==> src/rtl/fetch_unit.sv <==
// fetch_unit: in-order instruction prefetcher with a credit-checked prefetch buffer.
//
// Issues sequential word fetches to an in-order instruction memory. Every request
// reserves a slot in the prefetch buffer before it is issued, so a kept response can
// always be written without stalling the memory side. A redirect flushes the buffer,
// jumps the fetch PC and marks every response still in flight as stale.
//
// Ports
//   clk_i, rst_i          clock, asynchronous active-high reset
//   fetch_en_i            allow new memory requests
//   redirect_valid_i      flush and jump to redirect_pc_i (usable in the same cycle)
//   redirect_pc_i         jump target
//   instmem_valid_o       request valid, held until instmem_ready_i
//   instmem_ready_i       memory accepts the request
//   instmem_addr_o        request address
//   instmem_rvalid_i      response valid (responses return in request order)
//   instmem_rdata_i       response data
//   inst_valid_o          prefetch buffer head valid
//   inst_ready_i          consumer takes the head entry
//   inst_pc_o, inst_data_o  head entry PC and instruction word
//   outstanding_o         number of requests awaiting a response
//   drop_pending_o        stale responses are still expected
//
// DepthLog2 must be at least 1.
module fetch_unit #(
    parameter int unsigned     Xlen           = 32,
    parameter int unsigned     Ilen           = 32,
    parameter int unsigned     DepthLog2      = 2,
    parameter int unsigned     MaxOutstanding = 2,
    parameter logic [Xlen-1:0] ResetPc        = '0
) (
    input  logic                                  clk_i,
    input  logic                                  rst_i,
    input  logic                                  fetch_en_i,
    input  logic                                  redirect_valid_i,
    input  logic [Xlen-1:0]                       redirect_pc_i,
    input  logic                                  instmem_ready_i,
    output logic                                  instmem_valid_o,
    output logic [Xlen-1:0]                       instmem_addr_o,
    input  logic [Ilen-1:0]                       instmem_rdata_i,
    input  logic                                  instmem_rvalid_i,
    output logic                                  inst_valid_o,
    input  logic                                  inst_ready_i,
    output logic [Xlen-1:0]                       inst_pc_o,
    output logic [Ilen-1:0]                       inst_data_o,
    output logic [$clog2(MaxOutstanding+1)-1:0]   outstanding_o,
    output logic                                  drop_pending_o
);

    localparam int unsigned Depth = 2 ** DepthLog2;
    localparam int unsigned PtrW  = DepthLog2;
    localparam int unsigned CntW  = DepthLog2 + 1;
    localparam int unsigned OutW  = $clog2(MaxOutstanding + 1);
    localparam int unsigned TagW  = (MaxOutstanding > 1) ? $clog2(MaxOutstanding) : 1;

    // Fetch PC and request bookkeeping
    logic [Xlen-1:0] pc_q, pc_d;
    logic [OutW-1:0] out_q, out_d;
    logic [OutW-1:0] drop_q, drop_d;

    // Tag queue: PC of each request still awaiting its response, oldest at tag_rd_q
    logic [Xlen-1:0] tag_q [MaxOutstanding];
    logic [TagW-1:0] tag_wr_q, tag_wr_d;
    logic [TagW-1:0] tag_rd_q, tag_rd_d;

    // Prefetch buffer
    logic [Xlen-1:0] buf_pc_q   [Depth];
    logic [Ilen-1:0] buf_data_q [Depth];
    logic [PtrW-1:0] rd_ptr_q, rd_ptr_d;
    logic [PtrW-1:0] wr_ptr_q, wr_ptr_d;
    logic [CntW-1:0] cnt_q, cnt_d;

    logic            out_ok;
    logic            credit_ok;
    logic            req_valid;
    logic            req_fire;
    logic [Xlen-1:0] req_addr;
    logic            rsp_fire;
    logic            buf_push;
    logic            buf_pop;

    function automatic logic [TagW-1:0] tag_next(input logic [TagW-1:0] p);
        if (p == TagW'(MaxOutstanding - 1)) begin
            return '0;
        end
        return p + TagW'(1);
    endfunction

    // A request is only issued if its response is guaranteed a buffer slot.
    assign out_ok    = 32'(out_q) < 32'(MaxOutstanding);
    assign credit_ok = (32'(out_q) + 32'(cnt_q)) < 32'(Depth);
    assign req_valid = !rst_i && fetch_en_i && out_ok && credit_ok;
    assign req_addr  = redirect_valid_i ? redirect_pc_i : pc_q;
    assign req_fire  = req_valid && instmem_ready_i;

    // A response with nothing outstanding is a protocol error and is ignored.
    assign rsp_fire  = instmem_rvalid_i && (out_q != '0);
    // Responses in a redirect cycle or while stale ones remain are discarded.
    assign buf_push  = rsp_fire && !redirect_valid_i && (drop_q == '0);
    assign buf_pop   = inst_valid_o && inst_ready_i;

    always_comb begin
        pc_d     = pc_q;
        out_d    = out_q;
        drop_d   = drop_q;
        tag_wr_d = tag_wr_q;
        tag_rd_d = tag_rd_q;
        rd_ptr_d = rd_ptr_q;
        wr_ptr_d = wr_ptr_q;
        cnt_d    = cnt_q;

        if (req_fire) begin
            pc_d     = req_addr + Xlen'(4);
            tag_wr_d = tag_next(tag_wr_q);
        end else if (redirect_valid_i) begin
            pc_d = redirect_pc_i;
        end

        // Dropped responses still retire their tag to keep the queue aligned.
        if (rsp_fire) begin
            tag_rd_d = tag_next(tag_rd_q);
        end

        case ({req_fire, rsp_fire})
            2'b10:   out_d = out_q + OutW'(1);
            2'b01:   out_d = out_q - OutW'(1);
            default: out_d = out_q;
        endcase

        if (redirect_valid_i) begin
            // Every request outstanding before this cycle is stale; the one answered
            // in this cycle is already being discarded. A request accepted now is new.
            drop_d   = out_q - OutW'(rsp_fire);
            rd_ptr_d = '0;
            wr_ptr_d = '0;
            cnt_d    = '0;
        end else begin
            if (rsp_fire && (drop_q != '0)) begin
                drop_d = drop_q - OutW'(1);
            end
            if (buf_push) begin
                wr_ptr_d = wr_ptr_q + PtrW'(1);
            end
            if (buf_pop) begin
                rd_ptr_d = rd_ptr_q + PtrW'(1);
            end
            case ({buf_push, buf_pop})
                2'b10:   cnt_d = cnt_q + CntW'(1);
                2'b01:   cnt_d = cnt_q - CntW'(1);
                default: cnt_d = cnt_q;
            endcase
        end
    end

    always_ff @(posedge clk_i or posedge rst_i) begin
        if (rst_i) begin
            pc_q     <= ResetPc;
            out_q    <= '0;
            drop_q   <= '0;
            tag_wr_q <= '0;
            tag_rd_q <= '0;
            rd_ptr_q <= '0;
            wr_ptr_q <= '0;
            cnt_q    <= '0;
        end else begin
            pc_q     <= pc_d;
            out_q    <= out_d;
            drop_q   <= drop_d;
            tag_wr_q <= tag_wr_d;
            tag_rd_q <= tag_rd_d;
            rd_ptr_q <= rd_ptr_d;
            wr_ptr_q <= wr_ptr_d;
            cnt_q    <= cnt_d;
        end
    end

    // Storage arrays need no reset; validity is tracked by the pointers and counts.
    always_ff @(posedge clk_i) begin
        if (req_fire) begin
            tag_q[tag_wr_q] <= req_addr;
        end
        if (buf_push) begin
            buf_pc_q[wr_ptr_q]   <= tag_q[tag_rd_q];
            buf_data_q[wr_ptr_q] <= instmem_rdata_i;
        end
    end

    assign instmem_valid_o = req_valid;
    assign instmem_addr_o  = req_addr;
    assign inst_valid_o    = (cnt_q != '0);
    assign inst_pc_o       = buf_pc_q[rd_ptr_q];
    assign inst_data_o     = buf_data_q[rd_ptr_q];
    assign outstanding_o   = out_q;
    assign drop_pending_o  = (drop_q != '0);

endmodule

==> config.mk <==
export PLATFORM = sky130hd
export DESIGN_NAME = fetch_unit
export DESIGN_NICKNAME = d
export VERILOG_FILES = /design/src/rtl/fetch_unit.sv
export SDC_FILE = /design/constraint.sdc
export NUM_CORES = 1
export LEC_CHECK = 0
export CAP_MARGIN = 10
export CORE_ASPECT_RATIO = 1.4
export CORE_UTILIZATION = 41
export CTS_BUF_LIST = sky130_fd_sc_hd__clkbuf_4
export CTS_CLUSTER_SIZE = 30
export DETAILED_ROUTE_END_ITERATION = 6
export MAX_ROUTING_LAYER = met4
export PLACE_DENSITY = 0.58
export SLEW_MARGIN = 0
export SYNTH_ARGS = -nofsm -noshare
export SYNTH_HDL_FRONTEND = slang
export SYNTH_SLANG_ARGS = --single-unit
==> constraint.sdc <==
create_clock -name clk_i -period 3.9 [get_ports clk_i]
set_input_delay 0.585 -clock clk_i [delete_from_list [all_inputs] [get_ports clk_i]]
set_output_delay 0.585 -clock clk_i [all_outputs]
set_load 0.01 [all_outputs]
==> results.json <==
{
  "tritoncts": "done",
  "antenna_found_initial": 1,
  "die_y_um": 224,
  "grt_first_pass_wirelength_um": 45000,
  "required_ps": 3310,
  "grt.total_usage": 0.173,
  "yosysTopAreaCell": "edfxtp_1",
  "rsz0062_at_grt": "false",
  "gp_congestion": 0.790,
  "max_stage_delay_ps": 790,
  "end_kind": "primary output",
  "path_clk_slew_ps": 70,
  "ys_warn_count": 0,
  "clk_latency_ps": 750,
  "clock-skew-final_ps": 31.4,
  "power_density_nw_per_um2": 578,
  "avgSynthCellArea_um2": 20.0,
  "top_usage_layer": "met2",
  "path_delay_family": "buffers and inverters",
  "slowest_stage": "dfrtp_4",
  "fin_area_um2": 18000,
  "post_cts_resized": 0,
  "fin_util": 0.516,
  "wl_per_cell_um": 19.6,
  "relSlewSlack": 0.318,
  "drcViolationCount": 0,
  "grt_overflow": 0,
  "post-route-period-util": 0.907,
  "setup_viol": 0,
  "via_count": 7435,
  "die_width_um": 161,
  "worstSetupStartpointType": "register",
  "use_met1": 0.203,
  "met2_usage": 0.283,
  "tightest_slew_ps": 1020,
  "hold_buffers": 0,
  "clk_path_buf_depth": 3,
  "cts_setup_buffers": 0,
  "worstPathArrival_ps": 2950,
  "htreeDepth": 3,
  "grt_max_degree": 65,
  "grt_pass1_vias": 8092,
  "synth_seq_area_share": 0.742,
  "path_cells": "buf_12, mux4_2, clkdlybuf4s50_1",
  "cp_max_fo": 25,
  "met3_usage": 0.0369,
  "numPortBuffers": 171,
  "run_status": "finished, final reports clean",
  "synth_area_leaders": "edfxtp_1 66%, mux4_2 10%, dfrtp_1 7.8%, mux2_2 4.0%, xor2_1 1.3%",
  "routed_wl_um": 29200,
  "holdWs_ps": 455,
  "drive_above_1_share": 0.292,
  "fmax_mhz": 283,
  "core_area_um2": 34900,
  "cts_made_buffers": 85,
  "dp_hpwl_um": 18000,
  "fp-row-count": 81,
  "ir_drop_v": 0.000338,
  "fin_nets": 1049,
  "total_leakage_power_nw": 6.10,
  "synthCells": 723,
  "layout_min_cycle_time_ps": 3540,
  "placed_cell_area_um2": 16900,
  "maxSlewViolCount": 0,
  "crit_type": "reg2out",
  "ios": 172,
  "synthToLayoutAreaGrowth_pct": 24.2,
  "hold_class": "in2async",
  "setup_tns_ps": 0,
  "crit_buf_inv": 2,
  "ys_ff_latch": 365,
  "via_per_inst": 4.99,
  "yosysTopAreaCellShare": 0.664,
  "drt_iter0_markers": 373,
  "start_util": 0.415,
  "antenna_left": 0,
  "ctsRootBufferMaster": "clkbuf_4",
  "ys_types": 53,
  "most-common-layout-cells": "320 x edfxtp_1, 170 x clkdlybuf4s50_1, 132 x clkbuf_4",
  "drv_cap": 0,
  "clock_sinks": 365,
  "first_pass_iters": 7,
  "syn_nets": 804,
  "hold_violations": 0,
  "synth_area_um2": 14500,
  "die-area_um2": 36100,
  "final_common_cell": "edfxtp_1"
}
[logic make-up (layout without fill, tap and decap cells)]
logic type	after synthesis	count (layout)	share of synthesized area
other cells	0	1	0
flops	365	365	0.742
buf+inv	51	362	0.0164
simple gates	101	101	0.0453
xor+xnor	41	41	0.0248
mux	128	128	0.149
fa+ha+maj	10	10	0.00916
compound gates	27	27	0.0142
[metal layers]
metal	routed length, µm	share of wire
met1	12200	0.42
met2	14800	0.51
met3	1450	0.050
met4	760	0.026
met5	0	0
[sequential cells by signal, summed over array words and instances, names as in the netlist, 2 cells and up]
signal	count
outstanding_o	2
cnt_q	3
buf_pc_q	128
wr_ptr_q	2
drop_q	2
tag_q	64
rd_ptr_q	2
buf_data_q	128
pc_q	32
[Yosys cell counts, drive strengths merged]
| cell type | instances |
|---|---|
| buf | 20 |
| nor4b | 1 |
| o21ai | 5 |
| nand4 | 10 |
| a22o | 1 |
| nor2 | 24 |
| mux2 | 52 |
| o211ai | 1 |
| fa | 1 |
| nand2 | 22 |
| mux4 | 64 |
| o31a | 1 |
| nand3 | 8 |
| and2 | 7 |
| and2b | 1 |
| nor3b | 3 |
| and4 | 1 |
| nor4 | 3 |
| nand3b | 2 |
| a222oi | 1 |
| o31ai | 1 |
| ha | 9 |
| edfxtp | 320 |
| xnor2 | 19 |
| dfrtp | 45 |
| a31oi | 3 |
| clkbuf | 11 |
| o22ai | 1 |
| and3 | 1 |
| xor2 | 22 |
| inv | 20 |
| a21o | 2 |
| a211oi | 2 |
| a32o | 1 |
| nand2b | 1 |
| nand4b | 6 |
| or3 | 1 |
| nor2b | 1 |
| mux2i | 12 |
| a21oi | 8 |
| nor3 | 9 |
[layout make-up]
cell class,instances,area [µm²]
sequential,365,10700
antenna,1,2.50
fill,2965,16900
clock inverter,21,134
multi-input combinational,307,3520
inverter,20,75.1
timing repair buffer,189,1940
clock buffer,132,991
tap,456,571
[final timing paths]
path	startpoint	end	slack, ps	cells past startpoint
max in group asynchronous	rst_i	rd_ptr_q[1]	2680	2
max	rd_ptr_q[0]	inst_pc_o[12]	360	3
min in group clk_i	tag_rd_q	tag_rd_q	470	1
min	rst_i	pc_q[27]	460	2
min reg2reg	tag_rd_q	tag_rd_q	470	1
max reg2reg	outstanding_o[1]	tag_q[1][28]	1360	5
[stage by stage]
| step | worst slack [ps] | power, mW | std cells |
|---|---|---|---|
| 2_1_floorplan | 563 | 6.30 | 723 |
| 3_3_place_gp | 924 | 7.43 | 1337 |
| 3_5_place_dp | 922 | 7.45 | 1337 |
| 4_1_cts | 190 | 10.6 | 1490 |
| 5_1_grt | 178 | 10.9 | 1491 |
| 6_report | 364 | 10.4 | 1491 |
[where the power goes]
part | total, mW | switching (mW) | internal, mW
registers | 4.81 | 0.214 | 4.60
clock network | 3.09 | 1.42 | 1.67
logic | 2.49 | 1.10 | 1.40
Note: power is estimated with default switching activity, not from simulation.
